## config.mk

```make
export PLATFORM = sky130hd
export DESIGN_NAME = pc_redirect_ctrl_flat
export DESIGN_NICKNAME = d
export VERILOG_FILES = /design/src/rtl/pc_redirect_if.sv /design/src/rtl/pc_redirect_ctrl.sv /design/src/flat_wrapper.sv
export SDC_FILE = /design/constraint.sdc
export NUM_CORES = 1
export LEC_CHECK = 0
export CAP_MARGIN = 20
export CORE_MARGIN = 5
export CORE_UTILIZATION = 25
export CTS_BUF_LIST = sky130_fd_sc_hd__clkbuf_8
export CTS_CLUSTER_DIAMETER = 200
export DETAILED_ROUTE_END_ITERATION = 6
export PLACE_DENSITY = 0.56
export SLEW_MARGIN = 0
export SYNTH_ARGS = -nofsm -noshare
export SYNTH_HDL_FRONTEND = slang
export SYNTH_SLANG_ARGS = --single-unit
export TNS_END_PERCENT = 20
```

## constraint.sdc

```tcl
create_clock -name clk -period 4.31 [get_ports clk]
set_input_delay 0.862 -clock clk [delete_from_list [all_inputs] [get_ports clk]]
set_output_delay 0.862 -clock clk [all_outputs]
set_load 0.01 [all_outputs]
```

## src/rtl/pc_redirect_if.sv

```systemverilog
// Redirect request / fetch control bundle between the pipeline and pc_redirect_ctrl.
// master = pipeline side (raises requests, consumes fetch controls); slave = controller.
interface pc_redirect_if #(
    parameter int DATA_WIDTH = 32
);
    logic                  hazard_stall;
    logic                  imem_ready;
    logic                  exc_req;
    logic [DATA_WIDTH-1:0] exc_target;
    logic                  br_req;
    logic [DATA_WIDTH-1:0] br_target;
    logic                  jmp_req;
    logic [DATA_WIDTH-1:0] jmp_target;
    logic                  fetch_stall;
    logic                  fetch_rw;
    logic [DATA_WIDTH-1:0] fetch_write;
    logic                  flush_if_id;
    logic                  flush_id_ex;
    logic                  pending;
    logic                  redirect_fault;

    modport master (
        output hazard_stall, imem_ready,
        output exc_req, exc_target, br_req, br_target, jmp_req, jmp_target,
        input  fetch_stall, fetch_rw, fetch_write,
        input  flush_if_id, flush_id_ex, pending, redirect_fault
    );

    modport slave (
        input  hazard_stall, imem_ready,
        input  exc_req, exc_target, br_req, br_target, jmp_req, jmp_target,
        output fetch_stall, fetch_rw, fetch_write,
        output flush_if_id, flush_id_ex, pending, redirect_fault
    );
endinterface

```

## src/rtl/pc_redirect_ctrl.sv

```systemverilog
// PC sequencer for the fetch unit: arbitrates exc > br > jmp redirects, holds one across stalls.
// Optional feature macro PC_ALIGN_CHECK_EN: misaligned targets are replaced by EXC_VECTOR.
module pc_redirect_ctrl #(
    parameter int                    DATA_WIDTH   = 32,
    parameter int                    DRAIN_CYCLES = 2,
    parameter logic [DATA_WIDTH-1:0] EXC_VECTOR   = 32'h0000_0180
) (
    input  logic         clk,
    input  logic         rst,
    pc_redirect_if.slave bus
);
    // fetch unit rw encoding: write loads fetch_write, read increments the PC
    localparam logic       MEM_READ   = 1'b0;
    localparam logic       MEM_WRITE  = 1'b1;
    localparam logic [3:0] DRAIN_LOAD = 4'(DRAIN_CYCLES);

    typedef enum logic [1:0] {RUN, HOLD, DRAIN} state_t;
    typedef enum logic [1:0] {K_JMP, K_BR, K_EXC} kind_t;

    state_t                state_reg, state_next;
    kind_t                 pend_kind_reg, pend_kind_next;
    logic [DATA_WIDTH-1:0] pend_target_reg, pend_target_next;
    logic [3:0]            drain_cnt_reg, drain_cnt_next;

    logic                  stall_in;
    logic                  req_any;
    kind_t                 req_kind;
    logic [DATA_WIDTH-1:0] req_target;
    kind_t                 hold_kind;
    logic [DATA_WIDTH-1:0] hold_target;
    logic                  apply;
    kind_t                 apply_kind;
    logic [DATA_WIDTH-1:0] apply_target;
    logic                  align_bad;
    logic [DATA_WIDTH-1:0] applied_target;

`ifdef PC_ALIGN_CHECK_EN
    logic fault_reg;
    assign align_bad = apply && (apply_target[1:0] != 2'b00);
`else
    assign align_bad = 1'b0;
`endif
    assign applied_target = align_bad ? EXC_VECTOR : apply_target;

    always_ff @(posedge clk) begin
        if (rst) begin
            state_reg       <= RUN;
            pend_kind_reg   <= K_JMP;
            pend_target_reg <= '0;
            drain_cnt_reg   <= 4'd0;
        end else begin
            state_reg       <= state_next;
            pend_kind_reg   <= pend_kind_next;
            pend_target_reg <= pend_target_next;
            drain_cnt_reg   <= drain_cnt_next;
        end
    end

`ifdef PC_ALIGN_CHECK_EN
    always_ff @(posedge clk) begin
        if (rst) fault_reg <= 1'b0;
        else     fault_reg <= align_bad;
    end
`endif

    always_comb begin
        stall_in         = bus.hazard_stall | ~bus.imem_ready;
        req_any          = bus.exc_req | bus.br_req | bus.jmp_req;
        req_kind         = K_JMP;
        req_target       = bus.jmp_target;
        if (bus.exc_req) begin
            req_kind   = K_EXC;
            req_target = bus.exc_target;
        end else if (bus.br_req) begin
            req_kind   = K_BR;
            req_target = bus.br_target;
        end

        state_next       = state_reg;
        pend_kind_next   = pend_kind_reg;
        pend_target_next = pend_target_reg;
        drain_cnt_next   = drain_cnt_reg;
        hold_kind        = pend_kind_reg;
        hold_target      = pend_target_reg;
        apply            = 1'b0;
        apply_kind       = K_JMP;
        apply_target     = '0;
        bus.fetch_stall  = stall_in;
        bus.flush_if_id  = 1'b0;
        bus.flush_id_ex  = 1'b0;

        case (state_reg)
            RUN: begin
                if (req_any) begin
                    bus.flush_if_id = 1'b1;
                    bus.flush_id_ex = (req_kind != K_JMP);
                    if (!stall_in) begin
                        apply        = 1'b1;
                        apply_kind   = req_kind;
                        apply_target = req_target;
                    end else begin
                        pend_kind_next   = req_kind;
                        pend_target_next = req_target;
                        state_next       = HOLD;
                        bus.fetch_stall  = 1'b1;
                    end
                end
            end
            HOLD: begin
                // overwrite first so a same-cycle release uses the newer redirect
                if (bus.exc_req) begin
                    hold_kind       = K_EXC;
                    hold_target     = bus.exc_target;
                    bus.flush_if_id = 1'b1;
                    bus.flush_id_ex = 1'b1;
                end else if (bus.br_req && pend_kind_reg == K_JMP) begin
                    hold_kind       = K_BR;
                    hold_target     = bus.br_target;
                    bus.flush_if_id = 1'b1;
                    bus.flush_id_ex = 1'b1;
                end
                pend_kind_next   = hold_kind;
                pend_target_next = hold_target;
                if (!stall_in) begin
                    apply            = 1'b1;
                    apply_kind       = hold_kind;
                    apply_target     = hold_target;
                    pend_kind_next   = K_JMP;
                    pend_target_next = '0;
                end
            end
            DRAIN: begin
                bus.fetch_stall = 1'b1;
                if (bus.exc_req) begin
                    bus.flush_if_id = 1'b1;
                    bus.flush_id_ex = 1'b1;
                    apply           = 1'b1;
                    apply_kind      = K_EXC;
                    apply_target    = bus.exc_target;
                end else if (drain_cnt_reg <= 4'd1) begin
                    drain_cnt_next = 4'd0;
                    state_next     = RUN;
                end else begin
                    drain_cnt_next = drain_cnt_reg - 4'd1;
                end
            end
            default: state_next = RUN;
        endcase

        bus.fetch_rw    = MEM_READ;
        bus.fetch_write = '0;
        if (apply) begin
            bus.fetch_stall = 1'b0;
            bus.fetch_rw    = MEM_WRITE;
            bus.fetch_write = applied_target;
            if (apply_kind == K_EXC || align_bad) begin
                state_next     = DRAIN;
                drain_cnt_next = DRAIN_LOAD;
            end else begin
                state_next     = RUN;
            end
        end

        bus.pending = (state_reg == HOLD);
        if (rst) begin
            bus.fetch_stall = 1'b1;
            bus.fetch_rw    = MEM_READ;
            bus.fetch_write = '0;
            bus.flush_if_id = 1'b1;
            bus.flush_id_ex = 1'b1;
            bus.pending     = 1'b0;
        end
    end

`ifdef PC_ALIGN_CHECK_EN
    assign bus.redirect_fault = fault_reg & ~rst;
`else
    assign bus.redirect_fault = 1'b0;
`endif
endmodule

```

## src/flat_wrapper.sv

```systemverilog
// flat-port wrapper written by rule: the top's interface ports become plain ports
module pc_redirect_ctrl_flat 
#(
    parameter int                    DATA_WIDTH   = 32,
    parameter int                    DRAIN_CYCLES = 2,
    parameter logic [DATA_WIDTH-1:0] EXC_VECTOR   = 32'h0000_0180
)
  (clk, rst, bus_hazard_stall, bus_imem_ready, bus_exc_req, bus_exc_target, bus_br_req, bus_br_target, bus_jmp_req, bus_jmp_target, bus_fetch_stall, bus_fetch_rw, bus_fetch_write, bus_flush_if_id, bus_flush_id_ex, bus_pending, bus_redirect_fault);
  pc_redirect_if #(.DATA_WIDTH(DATA_WIDTH)) bus_i ();
  input  logic clk;
  input  logic rst;
  input wire logic [$bits(bus_i.hazard_stall)-1:0] bus_hazard_stall;
  input wire logic [$bits(bus_i.imem_ready)-1:0] bus_imem_ready;
  input wire logic [$bits(bus_i.exc_req)-1:0] bus_exc_req;
  input wire logic [$bits(bus_i.exc_target)-1:0] bus_exc_target;
  input wire logic [$bits(bus_i.br_req)-1:0] bus_br_req;
  input wire logic [$bits(bus_i.br_target)-1:0] bus_br_target;
  input wire logic [$bits(bus_i.jmp_req)-1:0] bus_jmp_req;
  input wire logic [$bits(bus_i.jmp_target)-1:0] bus_jmp_target;
  output wire logic [$bits(bus_i.fetch_stall)-1:0] bus_fetch_stall;
  output wire logic [$bits(bus_i.fetch_rw)-1:0] bus_fetch_rw;
  output wire logic [$bits(bus_i.fetch_write)-1:0] bus_fetch_write;
  output wire logic [$bits(bus_i.flush_if_id)-1:0] bus_flush_if_id;
  output wire logic [$bits(bus_i.flush_id_ex)-1:0] bus_flush_id_ex;
  output wire logic [$bits(bus_i.pending)-1:0] bus_pending;
  output wire logic [$bits(bus_i.redirect_fault)-1:0] bus_redirect_fault;
  assign bus_i.hazard_stall = bus_hazard_stall;
  assign bus_i.imem_ready = bus_imem_ready;
  assign bus_i.exc_req = bus_exc_req;
  assign bus_i.exc_target = bus_exc_target;
  assign bus_i.br_req = bus_br_req;
  assign bus_i.br_target = bus_br_target;
  assign bus_i.jmp_req = bus_jmp_req;
  assign bus_i.jmp_target = bus_jmp_target;
  assign bus_fetch_stall = bus_i.fetch_stall;
  assign bus_fetch_rw = bus_i.fetch_rw;
  assign bus_fetch_write = bus_i.fetch_write;
  assign bus_flush_if_id = bus_i.flush_if_id;
  assign bus_flush_id_ex = bus_i.flush_id_ex;
  assign bus_pending = bus_i.pending;
  assign bus_redirect_fault = bus_i.redirect_fault;
  pc_redirect_ctrl #(.DATA_WIDTH(DATA_WIDTH), .DRAIN_CYCLES(DRAIN_CYCLES), .EXC_VECTOR(EXC_VECTOR)) u_core (.clk(clk), .rst(rst), .bus(bus_i));
endmodule
```

==> results of run 1 <==
-- cells in the mapped netlist --
library cell	count
mux2i_1	2
a22o_1	1
a21oi_1	73
a311oi_1	32
buf_2	14
o31ai_1	33
buf_6	3
nor4_1	5
o22a_1	1
clkbuf_2	1
o2bb2a_1	32
nor2_1	7
and2_1	32
a2bb2oi_1	1
ha_1	2
buf_1	5
nand2b_1	68
or3b_1	1
nor2_2	2
o21bai_2	1
o21ai_0	4
nor2b_1	34
a32oi_1	1
or2_2	1
nand4b_1	1
conb_1	1
inv_1	4
buf_4	1
nand3_1	64
inv_2	1
clkbuf_1	37
nand2_1	2
a221o_1	32
o2111ai_1	1
nor3b_2	1
nor3b_1	1
a21o_1	4
mux2_2	1
nor3_1	4
dfxtp_1	40
or3_1	1
nand4_1	1
-- per-layer routing --
metal	part of all wire, %	wire length [um]	GRT usage [%]
met5	0	0	0
met4	3.1	473	6.60
met3	5.7	876	2.66
met2	48	7350	26.2
met1	44	6710	18.5
-- worst register-to-register path, stage by stage (launching register included) --
cell and delay (ns):
dfxtp_1 0.63, nand2b_2 0.14, buf_4 0.31, nor2_4 0.73
nand3_1 0.18, a311oi_1 0.33
-- layout make-up --
class	instances	share of cell area, %
clock buffer	6	1.43
clock inverter	2	0.195
inverter	5	0.325
multi-input combinational	447	52.8
sequential	40	13.9
tap	216	4.68
timing repair buffer	157	26.7
-- how the worst min path moves through the flow --
stage	startpoint	end	slack (ns)
after floorplan	u_core.pend_kind_reg[0]	u_core.pend_kind_reg[0]	0.49
after global placement	u_core.pend_target_reg[28]	u_core.pend_target_reg[28]	0.50
after detailed placement	u_core.pend_target_reg[5]	u_core.pend_target_reg[5]	0.51
after CTS	u_core.pend_target_reg[5]	u_core.pend_target_reg[5]	0.53
after global routing	u_core.pend_target_reg[17]	u_core.pend_target_reg[17]	0.55
final	u_core.pend_target_reg[5]	u_core.pend_target_reg[5]	0.52
-- logic make-up (layout without fill, tap and decap cells) --
kind of cell,count (synthesis),in the layout,share of synthesized area (%)
AOI/OAI and AO/OA,216,216,39.9
buffers and inverters,66,170,7.13
adders and majority gates,2,2,0.609
and+or+nand+nor,225,225,32.0
DFF,40,40,19.5
muxes,3,3,0.762
other,1,1,0.0913
-- report_power, final --
part	internal [mW]	leakage [nW]	total [mW]	switching, mW
clock network	0.128	0.0486	0.277	0.149
registers	0.412	0.332	0.440	0.0286
logic	0.241	1.51	0.488	0.247
==> reports/metrics.cfg, run 1 <==
[run_status]
status = completed

[routing]
drt_wl_total_um = 15400
drtPass1Iterations = 5
drtIter0Drc = 252
vias_per_cell = 5.45
num_vias = 4755
wl_per_cell_um = 17.7
drc = 0
ant_nets = 0

[min_path]
hp-class = flip-flop to flip-flop
worstHoldPathCells = 2

[synth]
syn_inst = 553
synth_seq_cells = 40
synth.distinct_cells = 42
synth_area_leaders = dfxtp_1 (20%), nand2b_1 (10%), a21oi_1 (8.9%), a221o_1 (7.8%), nand3_1 (7.8%)
synth-seq-area-share_pct = 19.5
yosysTopAreaCellShare_pct = 19.5
yosys_warnings = 0
synth_area_leader_cell = dfxtp_1
synthesis.area_um2 = 4110
syn-num-nets = 658
syn_avg_cell_area_um2 = 7.42

[setup_path]
cp_slowest_cell = clkdlybuf4s50_1
path_class = input pin to output port
crit_start = bus_jmp_req
worst_ep_arrival_time_ns = 3.05
cp_max_fo = 32
slowest_delay_ns = 0.59
ff2ff_setup_slack_ns = 1.89
path_cells = clkdlybuf4s50_1 > or3_1 > nand4b_1 > buf_4 > o2bb2a_1 > a21oi_1 > clkdlybuf4s50_1
start_kind = input pin
endpoint = bus_fetch_write[31]
end_kind = output port
r2r-start = u_core.state_reg[0]
path_delay_family = buffers and inverters
crit_cells = 7
rr_worst_depth = 5
crit_required_ns = 3.45
crit_top_cell = clkdlybuf4s50_1
path_buf_inv = 3
r2r-end = u_core.pend_target_reg[29]

[cells_and_area]
drive_gt1_share_pct = 5.94
antenna_cells = 0
fin_nets = 761
regArea_um2 = 801
area_delta_synth_final_pct = 40.6
nFillCells = 1720
fin_util_pct = 36.1
layout.cells.non_filler = 873
final_cell_area_um2 = 5770
multiInputGateArea_um2 = 3050
layout_common_cells = clkdlybuf4s50_1 (136), a21oi_1 (73), nand2b_1 (67), nand3_1 (64), dfxtp_1 (40)
final_common_cell = clkdlybuf4s50_1
largest_reg_flops = 32

[clocking]
clock-root-buffer = clkbuf_8
cts-resized-gates = 0
clock_latency_ns = 0.31
cts_setup_buffers = 0
hold_buffers = 0
path_clk_slew_ns = 0.08
cts.sinks = 40
cts.path.max_buffers = 2
h-tree-depth = 2
numCtsBuffers = 5
cts_tree = built

[timing]
rsz0062_at_grt = false
finalMaxSlewViolations = 0
holdWs_ns = 0.523
worstMarginPinSlew_ns = 0.875
post-route-period-util_pct = 90.7
tns_ns = 0
setup_violations = 0
finalHoldViolCount = 0
max_slew_margin_pct = 41.6
fmax_ghz = 0.256
worst_slack_ns = 0.402
clock-skew-final_ns = 0.00667
min_period_ns = 3.91

[floorplanning]
design.core.area_um2 = 16000
die_area_um2 = 19100
chipWidth_um = 138
die_h_um = 138
start_util_pct = 25.7
rows = 46
ios = 141

[pwr]
p_per_area_nw_per_um2 = 209
ir_worst_vdd_uv = 102
finalPower_mw = 1.21
cellLeakagePower_nw = 1.89

[placement]
post-place-ws_ns = 0.414
dpl_cell_area_um2 = 5680
gp_congestion = 0.781
dp_cells = 865
dpl.hpwl_um = 10900
io_buffers = 139

[global_routing]
grt_max_degree = 46
gr-total-overflow = 0
grt_pass1_vias = 4844
grt_pass1_wl_um = 24700
grt_use_total_pct = 15.2
antenna_found_initial = 0

[run]
maxCapViolCount = 0

No activity file was read; power rests on OpenSTA's default activity.
==> run 2: changes to the inputs <==
Settings changed: RECOVER_POWER from default to 100.
==> run 2 against run 1 <==
Against the previous run:
- the flow now finishes with violations (max-capacitance violations, max-slew violations)
- maximum frequency down 4.2%
- critical path type unchanged
- non-clock buffer count unchanged
- combinational power about the same
==> reports/metrics.cfg, run 2 (same netlist as run 1, synthesis figures left out) <==
[routing]
drtIter0Drc = 232  ; -7.9%
drc = 0  ; unchanged
drt_wl_total_um = 15400  ; about the same
ant_nets = 0  ; unchanged
num_vias = 4751  ; -0.084%
drtPass1Iterations = 5  ; unchanged
wl_per_cell_um = 17.7  ; about the same
vias_per_cell = 5.44  ; about the same

[setup_path]
path_delay_family = buffers and inverters
r2r-end = u_core.pend_target_reg[29]
cp_max_fo = 13  ; -59%
cp_slowest_cell = dlygate4sd3_1
end_kind = output port
r2r-start = u_core.state_reg[0]
crit_required_ns = 3.45  ; about the same
path_buf_inv = 3  ; unchanged
ff2ff_setup_slack_ns = 1.16  ; -0.73 ns
start_kind = input pin
worst_ep_arrival_time_ns = 3.22  ; +0.17 ns
path_class = input pin to output port
rr_worst_depth = 3  ; -2
slowest_delay_ns = 0.63  ; +0.04 ns
path_cells = buf_2 > or3b_1 > clkbuf_1 > a221o_1 > nand3_1 > a21oi_1 > dlygate4sd3_1

[cells_and_area]
antenna_cells = 0  ; unchanged
final_common_cell = clkdlybuf4s50_1
final_cell_area_um2 = 5760  ; -0.26%
drive_gt1_share_pct = 5.48  ; -0.46 points
layout_common_cells = clkdlybuf4s50_1 (115), a21oi_1 (73), nand2b_1 (67), nand3_1 (64), dfxtp_1 (40)
nFillCells = 1724  ; +0.23%
area_delta_synth_final_pct = 40.2
fin_nets = 761  ; unchanged
largest_reg_flops = 32  ; unchanged

[run_status]
status = finished with violations
violations = max-capacitance violations, max-slew violations

[global_routing]
grt_use_total_pct = 15.2  ; unchanged
antenna_found_initial = 0  ; unchanged
grt_pass1_vias = 4844  ; unchanged
gr-total-overflow = 0  ; unchanged
grt_pass1_wl_um = 24700  ; unchanged
grt_max_degree = 46  ; unchanged

[placement]
dpl_cell_area_um2 = 5680  ; unchanged
io_buffers = 139  ; unchanged
dpl.hpwl_um = 10900  ; unchanged
gp_congestion = 0.781  ; unchanged
post-place-ws_ns = 0.414  ; unchanged

[timing]
max_slew_margin_pct = -64.0  ; -110 points
post-route-period-util_pct = 94.7  ; +4.0 points
worst_slack_ns = 0.230  ; -0.172 ns
setup_violations = 0  ; unchanged
rsz0062_at_grt = false
finalHoldViolCount = 0  ; unchanged
finalMaxSlewViolations = 33  ; +33
min_period_ns = 4.08  ; +0.172 ns
fmax_ghz = 0.245  ; -4.2%
worstMarginPinSlew_ns = 2.45  ; +1.58 ns
holdWs_ns = 0.523  ; +0.0000290 ns
tns_ns = 0  ; unchanged
clock-skew-final_ns = 0.00558  ; -0.00109 ns

[clocking]
path_clk_slew_ns = 0.08  ; about the same
h-tree-depth = 2  ; unchanged
cts_setup_buffers = 0  ; unchanged
cts.sinks = 40  ; unchanged
cts.path.max_buffers = 2  ; unchanged
clock_latency_ns = 0.31  ; about the same
clock-root-buffer = clkbuf_8
cts_tree = built
hold_buffers = 0  ; unchanged
numCtsBuffers = 5  ; unchanged
cts-resized-gates = 0  ; unchanged

[min_path]
worstHoldPathCells = 2  ; unchanged
hold_path_startpoint = u_core.pend_target_reg[5]
hp-class = flip-flop to flip-flop
min_to = u_core.pend_target_reg[5]

[run]
maxCapViolCount = 1  ; +1

[floorplanning]
start_util_pct = 25.7  ; unchanged
die_area_um2 = 19100  ; unchanged
design.core.area_um2 = 16000  ; unchanged
chipWidth_um = 138  ; unchanged
ios = 141  ; unchanged
rows = 46  ; unchanged
die_h_um = 138  ; unchanged

[pwr]
cellLeakagePower_nw = 1.93  ; +2.6%
ir_worst_vdd_uv = 102  ; about the same
finalPower_mw = 1.20  ; -0.36%
p_per_area_nw_per_um2 = 209  ; about the same

-- run 2: cell count changes in the layout (fill, tap and decap cells not counted), sizes merged --
cell / previous run / this run
buf: 21 / 19
clkbuf: 6 / 8
clkdlybuf4s50: 136 / 115
dlygate4sd3: 0 / 21
-- run 2: worst max-delay path by stage --
stage	start	endpoint	slack [ns]	depth (start not counted)
2_1_floorplan	bus_br_req	bus_fetch_rw	1.45	6
3_3_place_gp	bus_jmp_req	bus_fetch_write[31]	0.44	7
3_5_place_dp	bus_hazard_stall	bus_fetch_write[13]	0.41	7
4_1_cts	bus_hazard_stall	bus_fetch_write[3]	0.41	7
5_1_grt	bus_hazard_stall	bus_fetch_write[26]	0.15	7
6_report	bus_br_req	bus_fetch_write[24]	0.23	7
-- run 2: through the flow --
| step | utilization, % | cells |
|---|---|---|
| after global routing | 36.0 | 873 |
| final | 36.0 | 873 |
| after detailed placement | 35.5 | 865 |
| after CTS | 36.1 | 873 |
| after global placement | 35.5 | 865 |
| after floorplan | - | 553 |
-- run 2: worst register-to-register path: cells and delay by family (launching register included) --
kind	cells	cell delay (ns)
AO/OA/AOI/OAI	2	0.43
flip-flops	1	0.63
AND/OR/NAND/NOR	1	1.83
-- run 2: area by class of cell --
cell class              count  area (um2)  area share, %
flip-flops and latches     40         801           13.9
clock inverters             2        11.3          0.196
multi-input cells         447        3040           52.8
inverters                   5        18.8          0.326
clock buffers               6        82.6           1.43
well taps                 216         270           4.69
repair buffers            157        1530           26.6
-- run 2: routing by layer --
metal | GRT usage (%) | routed length [um]
met1 | 18.5 | 6680
met2 | 26.2 | 7330
met3 | 2.66 | 947
met4 | 6.60 | 472
met5 | 0 | 0
-- run 2: report_power, final --
part | switching (mW) | total [mW] | internal [mW]
combinational | 0.246 | 0.485 | 0.239
clock | 0.148 | 0.276 | 0.128
sequential | 0.0286 | 0.440 | 0.412
==> run 3: changes to the inputs <==
Settings changed: CORE_MARGIN 5 to 2, CTS_CLUSTER_DIAMETER 200 to 100.
==> run 3 against run 2 <==
Against the previous run:
- the flow still finishes with violations (max-capacitance violations, max-slew violations)
- clock power decreased by 5%
- register-to-register slack better by 0.28 ns
- global-route usage grew 1.8 points
- non-clock buffer count grew 1
- highest routed layer is now met5
- hold slack lost 0.0041 ns
- worst setup slack improved by 0.042 ns
- largest power group unchanged
- total power shrank 1.3%
- design area up 0.13%
==> reports/metrics.cfg, run 3 (same netlist as run 1, synthesis figures left out) <==
[run_status]
status = finished with violations
violations = max-capacitance violations, max-slew violations

[setup_path]
path_class = input pin to output port
end_kind = output port
crit_required_ns = 3.45  ; about the same
cp_max_fo = 22  ; +9
rr_worst_depth = 5  ; +2
worst_ep_arrival_time_ns = 3.18  ; -0.04 ns
start_kind = input pin

[global_routing]
gr-total-overflow = 0  ; unchanged
grt_use_total_pct = 17.0  ; +1.8 points
grt_pass1_vias = 4974  ; +2.7%
grt_max_degree = 64  ; +39%
grt_pass1_wl_um = 24900  ; +0.59%
antenna_found_initial = 1  ; +1

[cells_and_area]
nFillCells = 1694  ; -1.7%
final_cell_area_um2 = 5760  ; +0.13%
fin_nets = 762  ; +0.13%
drive_gt1_share_pct = 5.78  ; +0.30 points
layout.cells.non_filler = 874  ; +0.11%
antenna_cells = 0  ; unchanged
final_common_cell = clkdlybuf4s50_1
area_delta_synth_final_pct = 40.4
fin_util_pct = 36.2  ; +0.18 points
multiInputGateArea_um2 = 3040  ; about the same
regArea_um2 = 801  ; unchanged
layout_common_cells = clkdlybuf4s50_1 (101), a21oi_1 (73), nand2b_1 (67), nand3_1 (64), dfxtp_1 (40)
largest_reg_flops = 32  ; unchanged

[pwr]
p_per_area_nw_per_um2 = 206  ; -1.4%
finalPower_mw = 1.19  ; -1.3%
ir_worst_vdd_uv = 91.3  ; -11%
cellLeakagePower_nw = 1.99  ; +2.8%

[timing]
finalMaxSlewViolations = 33  ; unchanged
post-route-period-util_pct = 93.7  ; -0.98 points
clock-skew-final_ns = 0.00408  ; -0.00150 ns
tns_ns = 0  ; unchanged
holdWs_ns = 0.519  ; -0.00406 ns
max_slew_margin_pct = -1.10  ; +63 points
rsz0062_at_grt = false
finalHoldViolCount = 0  ; unchanged
fmax_ghz = 0.248  ; +1.1%
worst_slack_ns = 0.272  ; +0.0424 ns
min_period_ns = 4.04  ; -0.0424 ns
worstMarginPinSlew_ns = 1.51  ; -0.935 ns
setup_violations = 0  ; unchanged

[placement]
dpl_cell_area_um2 = 5690  ; +0.13%
dpl.hpwl_um = 10100  ; -7.9%
dp_cells = 866  ; +0.12%
gp_congestion = 0.797  ; +2.1%
post-place-ws_ns = 0.450  ; +0.0360 ns
io_buffers = 139  ; unchanged

[floorplanning]
chipWidth_um = 132  ; -4.3%
rows = 46  ; unchanged
start_util_pct = 25.7  ; +0.093 points
design.core.area_um2 = 15900  ; -0.36%
die_area_um2 = 17500  ; -8.5%
die_h_um = 132  ; -4.3%
ios = 141  ; unchanged

[clocking]
numCtsBuffers = 5  ; unchanged
cts.sinks = 40  ; unchanged
cts-resized-gates = 0  ; unchanged
cts_setup_buffers = 0  ; unchanged
cts.path.max_buffers = 2  ; unchanged
clock_latency_ns = 0.29  ; -0.02 ns
h-tree-depth = 2  ; unchanged
cts_tree = built
path_clk_slew_ns = 0.08  ; about the same
hold_buffers = 0  ; unchanged
clock-root-buffer = clkbuf_8

[run]
maxCapViolCount = 1  ; unchanged

[routing]
drt_wl_total_um = 14900  ; -3.6%
drtPass1Iterations = 5  ; unchanged
drtIter0Drc = 233  ; +0.43%
drc = 0  ; unchanged
ant_nets = 0  ; unchanged
num_vias = 4757  ; +0.13%
vias_per_cell = 5.44  ; about the same
wl_per_cell_um = 17.0  ; -3.7%

[min_path]
worstHoldPathCells = 2  ; unchanged
hp-class = flip-flop to flip-flop

## run 3: cell count changes in the layout (fill, tap and decap cells not counted), sizes merged
cell	previous run	this run
clkdlybuf4s50	115	101
dlygate4sd3	21	35
inv	6	7
buf	19	20
clkinvlp	1	0
## run 3: routing by layer
| metal | part of all wire, % | GRT usage, % | wire, um |
|---|---|---|---|
| met1 | 44 | 20.8 | 6530 |
| met5 | 0.11 | 0 | 16 |
| met3 | 5.8 | 2.61 | 861 |
| met2 | 49 | 31.0 | 7290 |
| met4 | 1.2 | 4.23 | 178 |
## run 3: critical path, cell delays in order
cell	delay (ns)
dlygate4sd3_1	0.59
or3_1	0.41
nand4b_1	0.16
buf_4	0.26
o2bb2a_1	0.21
a21oi_1	0.08
dlygate4sd3_1	0.61
## run 3: power by group
| part | switching (mW) | internal [mW] | leakage [nW] |
|---|---|---|---|
| clock | 0.135 | 0.126 | 0.0538 |
| sequential | 0.0280 | 0.412 | 0.332 |
| combinational | 0.245 | 0.240 | 1.60 |
## run 3: worst paths after layout
check	startpoint	end	slack, ns
worst max-delay path	bus_jmp_req	bus_fetch_write[29]	0.27
worst min-delay path	u_core.pend_target_reg[21]	u_core.pend_target_reg[21]	0.52
worst max register to register	u_core.state_reg[0]	u_core.pend_target_reg[31]	1.44
worst min register to register	u_core.pend_target_reg[21]	u_core.pend_target_reg[21]	0.52
## run 3: final cells by class
type                       instances  area share, %
clock buffer                       6           1.43
clock inverter                     2          0.130
inverter                           5          0.326
multi-input combinational        447           52.8
sequential                        40           13.9
tap                              216           4.69
timing repair buffer             158           26.7
